--- config.mk ---
export PLATFORM = sky130hd
export DESIGN_NAME = dsp_xfer_scheduler
export DESIGN_NICKNAME = d
export VERILOG_FILES = /design/src/rtl/dsp_xfer_scheduler.sv
export SDC_FILE = /design/constraint.sdc
export NUM_CORES = 1
export LEC_CHECK = 0
export CORE_ASPECT_RATIO = 1.5
export CORE_MARGIN = 5
export CORE_UTILIZATION = 54
export DETAILED_ROUTE_END_ITERATION = 10
export GPL_TIMING_DRIVEN = 0
export PLACE_DENSITY_LB_ADDON = 0.08
export SYNTH_ARGS = -nofsm -noshare
export SYNTH_HDL_FRONTEND = slang
export SYNTH_SLANG_ARGS = --single-unit
--- constraint.sdc ---
create_clock -name i_clk -period 2.9 [get_ports i_clk]
set_input_delay 0.58 -clock i_clk [delete_from_list [all_inputs] [get_ports i_clk]]
set_output_delay 0.58 -clock i_clk [all_outputs]
set_load 0.1 [all_outputs]
--- src/rtl/dsp_xfer_scheduler.sv ---
// Frame scheduler for the Zynq<->DSP DPBRAM exchange.
// Issues a periodic write-frame/read-frame pair, owns the DSP handshake,
// times out a silent DSP and keeps frame/timeout/overrun statistics.
module dsp_xfer_scheduler #(
   parameter int unsigned CNT_W       = 16,
   parameter int unsigned ERR_W       = 16,
   parameter int unsigned FAULT_LIMIT = 3
) (
   input  logic             i_clk,
   input  logic             i_rst,
   input  logic             i_en,
   input  logic [CNT_W-1:0] i_period,
   input  logic [CNT_W-1:0] i_timeout,
   input  logic             i_fault_clr,
   input  logic             i_cnt_clr,
   output logic             o_wr_start,
   input  logic             i_wr_done,
   output logic             o_w_valid,
   input  logic             i_w_ready,
   input  logic             i_r_valid,
   output logic             o_rd_start,
   input  logic             i_rd_done,
   output logic             o_busy,
   output logic [2:0]       o_state,
   output logic [31:0]      o_frame_cnt,
   output logic [ERR_W-1:0] o_timeout_cnt,
   output logic [ERR_W-1:0] o_overrun_cnt,
   output logic             o_link_fault
);

   typedef enum logic [2:0] {
      IDLE     = 3'd0,
      WR_START = 3'd1,
      WR_BUSY  = 3'd2,
      WR_HS    = 3'd3,
      RD_WAIT  = 3'd4,
      RD_START = 3'd5,
      RD_BUSY  = 3'd6,
      DONE     = 3'd7
   } state_t;

   localparam int unsigned CONS_W = $clog2(FAULT_LIMIT + 1);

   state_t            state;
   state_t            state_nxt;
   logic [CNT_W-1:0]  per_cnt;
   logic [CNT_W-1:0]  to_cnt;
   logic [CONS_W-1:0] consec;
   logic              per_run;
   logic              tick;
   logic              hs_state;
   logic              to_expire;
   logic              timeout_ev;
   logic              overrun_ev;

   // Compare with >= so a period/timeout lowered below the running count
   // takes effect on the next compare instead of waiting for a counter wrap.
   assign per_run   = i_en && (i_period != '0);
   assign tick      = per_run && (per_cnt >= i_period - CNT_W'(1));
   assign hs_state  = (state == WR_HS) || (state == RD_WAIT);
   assign to_expire = (i_timeout != '0) && (to_cnt >= i_timeout - CNT_W'(1));
   assign overrun_ev = tick && (state != IDLE);

   // Frame period counter: free-runs 0..period-1 while enabled, else held at 0
   always_ff @(posedge i_clk or negedge i_rst) begin
      if (!i_rst)                per_cnt <= '0;
      else if (!per_run || tick) per_cnt <= '0;
      else                       per_cnt <= per_cnt + CNT_W'(1);
   end

   // State register
   always_ff @(posedge i_clk or negedge i_rst) begin
      if (!i_rst) state <= IDLE;
      else        state <= state_nxt;
   end

   // Next-state, timeout event and state-decoded outputs
   always_comb begin
      state_nxt  = state;
      timeout_ev = 1'b0;
      o_wr_start = 1'b0;
      o_rd_start = 1'b0;
      o_w_valid  = 1'b0;
      o_busy     = (state != IDLE);
      o_state    = state;
      case (state)
         IDLE:     if (tick && !o_link_fault) state_nxt = WR_START;
         WR_START: begin
            o_wr_start = 1'b1;
            state_nxt  = WR_BUSY;
         end
         WR_BUSY:  if (i_wr_done) state_nxt = WR_HS;
         WR_HS: begin
            o_w_valid = 1'b1;
            if (i_w_ready) state_nxt = RD_WAIT;
            else if (to_expire) begin
               state_nxt  = IDLE;
               timeout_ev = 1'b1;
            end
         end
         RD_WAIT: begin
            if (i_r_valid) state_nxt = RD_START;
            else if (to_expire) begin
               state_nxt  = IDLE;
               timeout_ev = 1'b1;
            end
         end
         RD_START: begin
            o_rd_start = 1'b1;
            state_nxt  = RD_BUSY;
         end
         RD_BUSY:  if (i_rd_done) state_nxt = DONE;
         DONE:     state_nxt = IDLE;
         default:  state_nxt = IDLE;
      endcase
   end

   // Handshake timeout counter: restarts on every state change, counts while waiting
   always_ff @(posedge i_clk or negedge i_rst) begin
      if (!i_rst)                              to_cnt <= '0;
      else if (hs_state && state_nxt == state) to_cnt <= to_cnt + CNT_W'(1);
      else                                     to_cnt <= '0;
   end

   // Statistics counters; a clear pulse beats a simultaneous increment
   always_ff @(posedge i_clk or negedge i_rst) begin
      if (!i_rst) begin
         o_frame_cnt   <= '0;
         o_timeout_cnt <= '0;
         o_overrun_cnt <= '0;
      end else if (i_cnt_clr) begin
         o_frame_cnt   <= '0;
         o_timeout_cnt <= '0;
         o_overrun_cnt <= '0;
      end else begin
         if (state == DONE) o_frame_cnt <= o_frame_cnt + 32'd1;
         if (timeout_ev && o_timeout_cnt != '1)
            o_timeout_cnt <= o_timeout_cnt + ERR_W'(1);
         if (overrun_ev && o_overrun_cnt != '1)
            o_overrun_cnt <= o_overrun_cnt + ERR_W'(1);
      end
   end

   // Consecutive-timeout tracking and sticky link fault; a timeout beats a clear
   always_ff @(posedge i_clk or negedge i_rst) begin
      if (!i_rst) begin
         consec       <= '0;
         o_link_fault <= 1'b0;
      end else if (timeout_ev) begin
         if (consec != CONS_W'(FAULT_LIMIT)) consec <= consec + CONS_W'(1);
         if (consec >= CONS_W'(FAULT_LIMIT - 1)) o_link_fault <= 1'b1;
      end else if (i_fault_clr) begin
         consec       <= '0;
         o_link_fault <= 1'b0;
      end else if (state == DONE) begin
         consec <= '0;
      end
   end

endmodule

==> results of run 1 <==
==> per-layer routing <==
metal / vias up / GRT usage, %
met5: - / 0
met4: 0 / 10.9
met3: 59 / 5.02
met2: 195 / 50.8
met1: 3065 / 29.5
li1: 2929 / -
==> stage by stage <==
stage	hold WS, ps	setup WS, ps	area (sq um)	power [W]	TNS (ps)
after floorplan	284	-775	6620	0.00226	-30390
after global placement	525	-3070	7940	0.00254	-362660
after detailed placement	533	-1800	7960	0.00257	-96340
after CTS	248	-772	9050	0.00386	-31520
after global routing	275	-887	9430	0.00405	-45630
final	226	-768	9430	0.00391	-35930
==> state kept, by name (all words and copies together), names as in the netlist <==
| register | cells |
|---|---|
| per_cnt | 16 |
| consec | 2 |
| to_cnt | 16 |
| o_state | 3 |
| o_timeout_cnt | 16 |
| o_overrun_cnt | 16 |
| o_frame_cnt | 32 |
| o_link_fault | 1 |
==> final timing paths <==
kind | slack, ps | depth (start not counted) | endpoint
max | -770 | 14 | o_timeout_cnt[14]$_DFFE_PN0P_
min | 230 | 1 | to_cnt[9]$_DFF_PN0_
max reg2reg | -120 | 7 | o_overrun_cnt[6]$_DFFE_PN0P_
min reg2reg | 530 | 1 | per_cnt[0]$_DFF_PN0_
max in group asynchronous | 1960 | 2 | o_state[2]$_DFF_PN0_
min in group i_clk | 530 | 1 | per_cnt[0]$_DFF_PN0_
==> cell families (layout without fill, tap and decap cells) <==
logic type | after synthesis | count (layout) | share of synthesized area [%]
multiplexers | 10 | 10 | 1.64
buffers and inverters | 41 | 242 | 2.55
adder cells (fa/ha/maj) | 42 | 42 | 8.12
AO/OA/AOI/OAI | 97 | 98 | 9.91
AND/OR/NAND/NOR | 328 | 328 | 26.5
flip-flops | 102 | 102 | 39.4
XOR/XNOR | 88 | 88 | 11.9
==> cell usage in the layout (no fill, tap or decap), types with 22 or more instances in the layout <==
cell type / Yosys / layout
dfrtp_1: 102 / 100
clkdlybuf4s50_1: 0 / 85
nor2_1: 85 / 78
buf_4: 0 / 58
nand2_1: 50 / 49
xnor2_1: 45 / 45
xor2_1: 43 / 41
ha_1: 42 / 40
nand3_1: 35 / 32
nand4_1: 22 / 22
==> synthesized netlist by cell type, drive strengths merged, types with 2 or more instances <==
cell	instances
xnor2	45
nand2	50
and3	20
nor4	8
a211oi	5
or3	17
inv	19
nor3	32
ha	42
nand4	22
buf	7
or4	16
nand3	35
o31ai	12
clkbuf	15
a2111oi	3
nor2b	11
o31a	2
xor2	43
and4	8
a21oi	37
o21a	3
nor2	85
nand2b	10
mux2	5
o21ai	23
a31o	2
nor3b	2
o32ai	2
mux2i	5
and2	5
nand3b	2
dfrtp	102
==> final cells by class <==
cell class,instances,share of cell area [%]
multi-input cells,566,47.3
clock inverters,5,0.345
well taps,153,2.03
repair buffers,185,18.3
flip-flops and latches,102,27.1
inverters,19,0.756
plain buffers,22,1.57
clock buffers,11,2.57
==> where the power goes <==
part	switching (W)	leakage, nW	total [W]	internal [W]
logic	0.000837	2.25	0.00126	0.000422
clock network	0.000545	0.140	0.00115	0.000608
registers	0.0000384	1.42	0.00150	0.00146
total	0.00142	3.80	0.00391	0.00249
==> repair_timing <==
item	in CTS	in global routing
cloned	7	0
endpoints found under the setup margin	76	73
setup buffers	52	15
pin swaps	47	44
resized for setup	164	76
==> flow_summary.ini, run 1 <==
[finish]
finish.utilization_pct = 79.3
n_antenna_cell = 0
area_delta_synth_final_pct = 45.7
fill_cells = 795
final_net_count = 988
drive_gt1_share_pct = 26.2
fin_cells = 1063
multiInputGateArea_sq_um = 4460
regArea_sq_um = 2550

[route]
met1_length_mm = 7.40
vias = 6248
wl_met2_mm = 10.6
top_layer_used = met4
antenna_left = 0
met3WireLength_um = 999
wire_per_inst_um = 18.5
viasPerCell = 5.88
wl_mm = 19.7
drc = 0
drt_iter0_markers = 222
drt_pass1_iterations = 5

[setup_path]
cp_slowest_cell = or4_4
crit_chain = buf_6 > or4_4 > or3_4 > nor3_2 > xnor2_1 > ha_1 > nand4_1 > a211oi_2 > a2111oi_4 > buf_4 > a21o_4 > buf_8 > or4_4 > a21oi_2
endpoint_kind = flop
crit_start = i_timeout[7]
crit_family = simple AND/OR/NAND/NOR gates
cp_data_required_time_ps = 3170
cp_max_fo = 6
rr_startpoint = o_state[0]$_DFF_PN0_
path_class = in -> reg
cp-start-kind = primary input
path_common_cell = or4_4
path_buf_inv = 3
cpPeakStageDelay_ps = 530
worstPathArrival_ps = 3940

[synth]
syn_area_per_cell_sq_um = 9.15
yosysSeqAreaShare_pct = 39.4
yosys.area.top_type_share_pct = 39.4
yosys_register_bits = 102
syn-cell-area_sq_um = 6470
yosysTopAreaCell = dfrtp_1
yosys.cell_types.count = 54
synth_edf_count = 0
synth_nets = 791
synth.area.top_cells = dfrtp_1 39%, ha_1 8.1%, xnor2_1 6.1%
synth_flop_cell = dfrtp_1
synthesis.instances = 708
yosys_warnings = 0
synthArstFlopShare_pct = 100

[floorplan]
initial_core_util_pct = 54.4
fp-row-count = 49
die_height_um = 144
io-pin-count = 113
core_sq_um = 11900
die_w_um = 99.4
die-area_sq_um = 14300

[sta]
setup_ws_ps = -768
tightest_slew_ps = 1050
fin_skew_ps = 10.8
min_period_ps = 3670
fin_crit_sh_pct = 126
fmax_mhz = 273
finalHoldViolations = 0
finalSetupViolCount = 70
maxSlewHeadroom_pct = 29.6
rsz0062_at_grt = yes
finalMaxSlewViolations = 0

[power]
powerDensity_nw_per_um2 = 414
peakVddDrop_mv = 0.401
p_leak_nw = 3.80

[flow_run]
drv_cap = 0

[clocking]
clockBufferDepth = 2
insertion_delay_ps = 350
cts_htree_levels = 3
cts_root_buf = clkbuf_16
cts.clk_slew.worst_paths_ps = 70
cts_tree = yes
clock-sinks = 102
cts_made_buffers = 9
hold_buffers = 0

[placed_design]
dp_cells = 974
hpwlAfterDp_mm = 12.7
gp_congestion = 0.889
portBuffers = 112

[grt]
grt_max_degree = 61
grt_antenna_before_repair = 0
grt_usage_pct = 27.0
grt_pass1_vias = 6591
grt_pass1_wl_mm = 31.4
gr-total-overflow = 0

[status]
status = finished, violations left
violations = setup timing

[min_path]
min_path_type = in -> async
No activity file was read; power rests on OpenSTA's default activity.
==> inputs of run 2 (changes only) <==
Settings changed: CORE_MARGIN 5 to 1.
==> run 2 against run 1 <==
  * The run still ends with setup timing left
  * Non-clock buffer count is 10 lower
  * Register-to-register slack better by 40 ps
  * Count of clock-buffer cells in the layout stayed put
  * Critical path depth is 2 higher
  * Sequential power hardly changed
  * Clock power is 14% higher
  * Largest cell class unchanged
  * Largest power group unchanged
  * Highest routed layer unchanged
==> flow_summary.ini, run 2 (synthesis gave the netlist of run 1 again) <==
[setup_path]
endpoint_kind = flop
cp_max_fo = 4
path_class = in -> reg
cp_data_required_time_ps = 3120
cp-start-kind = primary input
worstPathArrival_ps = 3940

[route]
vias = 6380
antenna_left = 0
drt_iter0_markers = 274
drt_pass1_iterations = 5
drc = 0
wl_mm = 20.4
viasPerCell = 6.08
wire_per_inst_um = 19.4

[status]
violations = setup timing
status = finished, violations left

[finish]
multiInputGateArea_sq_um = 4490
drive_gt1_share_pct = 26.0
final_area_sq_um = 9500
area_delta_synth_final_pct = 46.7
final_net_count = 978
regArea_sq_um = 2550
top_register = o_frame_cnt
final_common_cell = dfrtp_1
mostFrequentLayoutCells = 100 x dfrtp_1, 86 x clkdlybuf4s50_1, 70 x nor2_1, 48 x nand2_1, 44 x xnor2_1
fin_cells = 1050
largest_register_ffs = 32
fill_cells = 696
n_antenna_cell = 0

[grt]
grt_pass1_vias = 6370
grt_max_degree = 63
gr-total-overflow = 0
grt_antenna_before_repair = 0
grt_usage_pct = 30.8
grt_pass1_wl_mm = 30.5

[floorplan]
die-area_sq_um = 12400
io-pin-count = 113
die_w_um = 91.4
die_height_um = 136
core_sq_um = 11600
initial_core_util_pct = 55.9
fp-row-count = 48

[sta]
fin_skew_ps = 9.35
finalSetupViolCount = 70
setup_ws_ps = -821
fin_crit_sh_pct = 128
rsz0062_at_grt = yes
finalMaxSlewViolations = 0
maxSlewHeadroom_pct = 31.7
fmax_mhz = 269
tightest_slew_ps = 1020
finalHoldViolations = 0
min_period_ps = 3720

[power]
powerDensity_nw_per_um2 = 444
p_leak_nw = 3.76
peakVddDrop_mv = 0.332

[placed_design]
place_area_sq_um = 7960
portBuffers = 112
post-place-ws_ps = -1840
dp_cells = 971
gp_congestion = 0.869
hpwlAfterDp_mm = 12.1

[clocking]
clockBufferDepth = 2
cts_tree = yes
insertion_delay_ps = 350
hold_buffers = 0
cts_made_buffers = 9
cts.clk_slew.worst_paths_ps = 70
clock-sinks = 102
cts_htree_levels = 3
cts_root_buf = clkbuf_16

[min_path]
min_path_type = in -> async

[flow_run]
drv_cap = 0
run 2: where the power goes:
| part | internal [W] | total (W) | switching, W |
|---|---|---|---|
| clock | 0.000759 | 0.00131 | 0.000550 |
| combinational | 0.000491 | 0.00140 | 0.000911 |
| sequential | 0.00146 | 0.00150 | 0.0000464 |
| total | 0.00271 | 0.00422 | 0.00151 |
run 2: final timing paths:
| path | slack (ps) | start | end | cells after the start |
|---|---|---|---|---|
| min | 220 | i_rst | to_cnt[11]$_DFF_PN0_ | 1 |
| max in group asynchronous | 1950 | i_rst | o_state[1]$_DFF_PN0_ | 2 |
| min in group i_clk | 570 | per_cnt[0]$_DFF_PN0_ | per_cnt[0]$_DFF_PN0_ | 1 |
| max reg2reg | -80 | per_cnt[0]$_DFF_PN0_ | to_cnt[11]$_DFF_PN0_ | 10 |
| min reg2reg | 570 | per_cnt[0]$_DFF_PN0_ | per_cnt[0]$_DFF_PN0_ | 1 |
| max | -820 | i_timeout[4] | consec[1]$_DFFE_PN0P_ | 16 |
run 2: metal layers:
layer  share of wire, %  vias to the layer above  GRT usage, %
li1                   -                     2903             -
met1                 37                     3174          35.5
met2                 54                      244          55.1
met3                5.7                       59          6.82
met4                3.3                        0          12.3
met5                  0                        -             0
run 2: cell type report:
class	instances	area share (%)
buffer	22	1.63
clock buffer	11	2.45
clock inverter	5	0.883
inverter	19	0.751
multi-input combinational	566	47.3
sequential	102	26.9
tap	150	1.98
timing repair buffer	175	18.1
run 2: worst max-delay path: stages:
cell and delay [ps]:
buf_8 100, or4_4 530, or3_4 380, buf_6 140
nor3_4 110, xnor2_1 140, ha_1 290, a21oi_2 180
o21ai_2 90, a2111oi_4 430, buf_4 210, a21o_4 140
buf_4 110, buf_6 120, mux2i_4 270, o32ai_4 120
run 2: timing repair:
| action | CTS | global route |
|---|---|---|
| buffers inserted | 43 | 15 |
| endpoints found under the setup margin | 77 | 74 |
| gates resized for setup | 185 | 73 |
| pin swaps | 71 | 31 |
| gates cloned | 6 | 0 |
run 2: metrics by stage:
step | setup TNS, ps | total power, W | hold WS (ps) | util, %
2_1_floorplan | -30390 | 0.00226 | 284 | -
3_3_place_gp | -357150 | 0.00254 | 527 | 68.4
3_5_place_dp | -97420 | 0.00258 | 534 | 68.6
4_1_cts | -35030 | 0.00404 | 233 | 78.5
5_1_grt | -48680 | 0.00435 | 260 | 82.0
6_report | -38990 | 0.00422 | 217 | 82.0
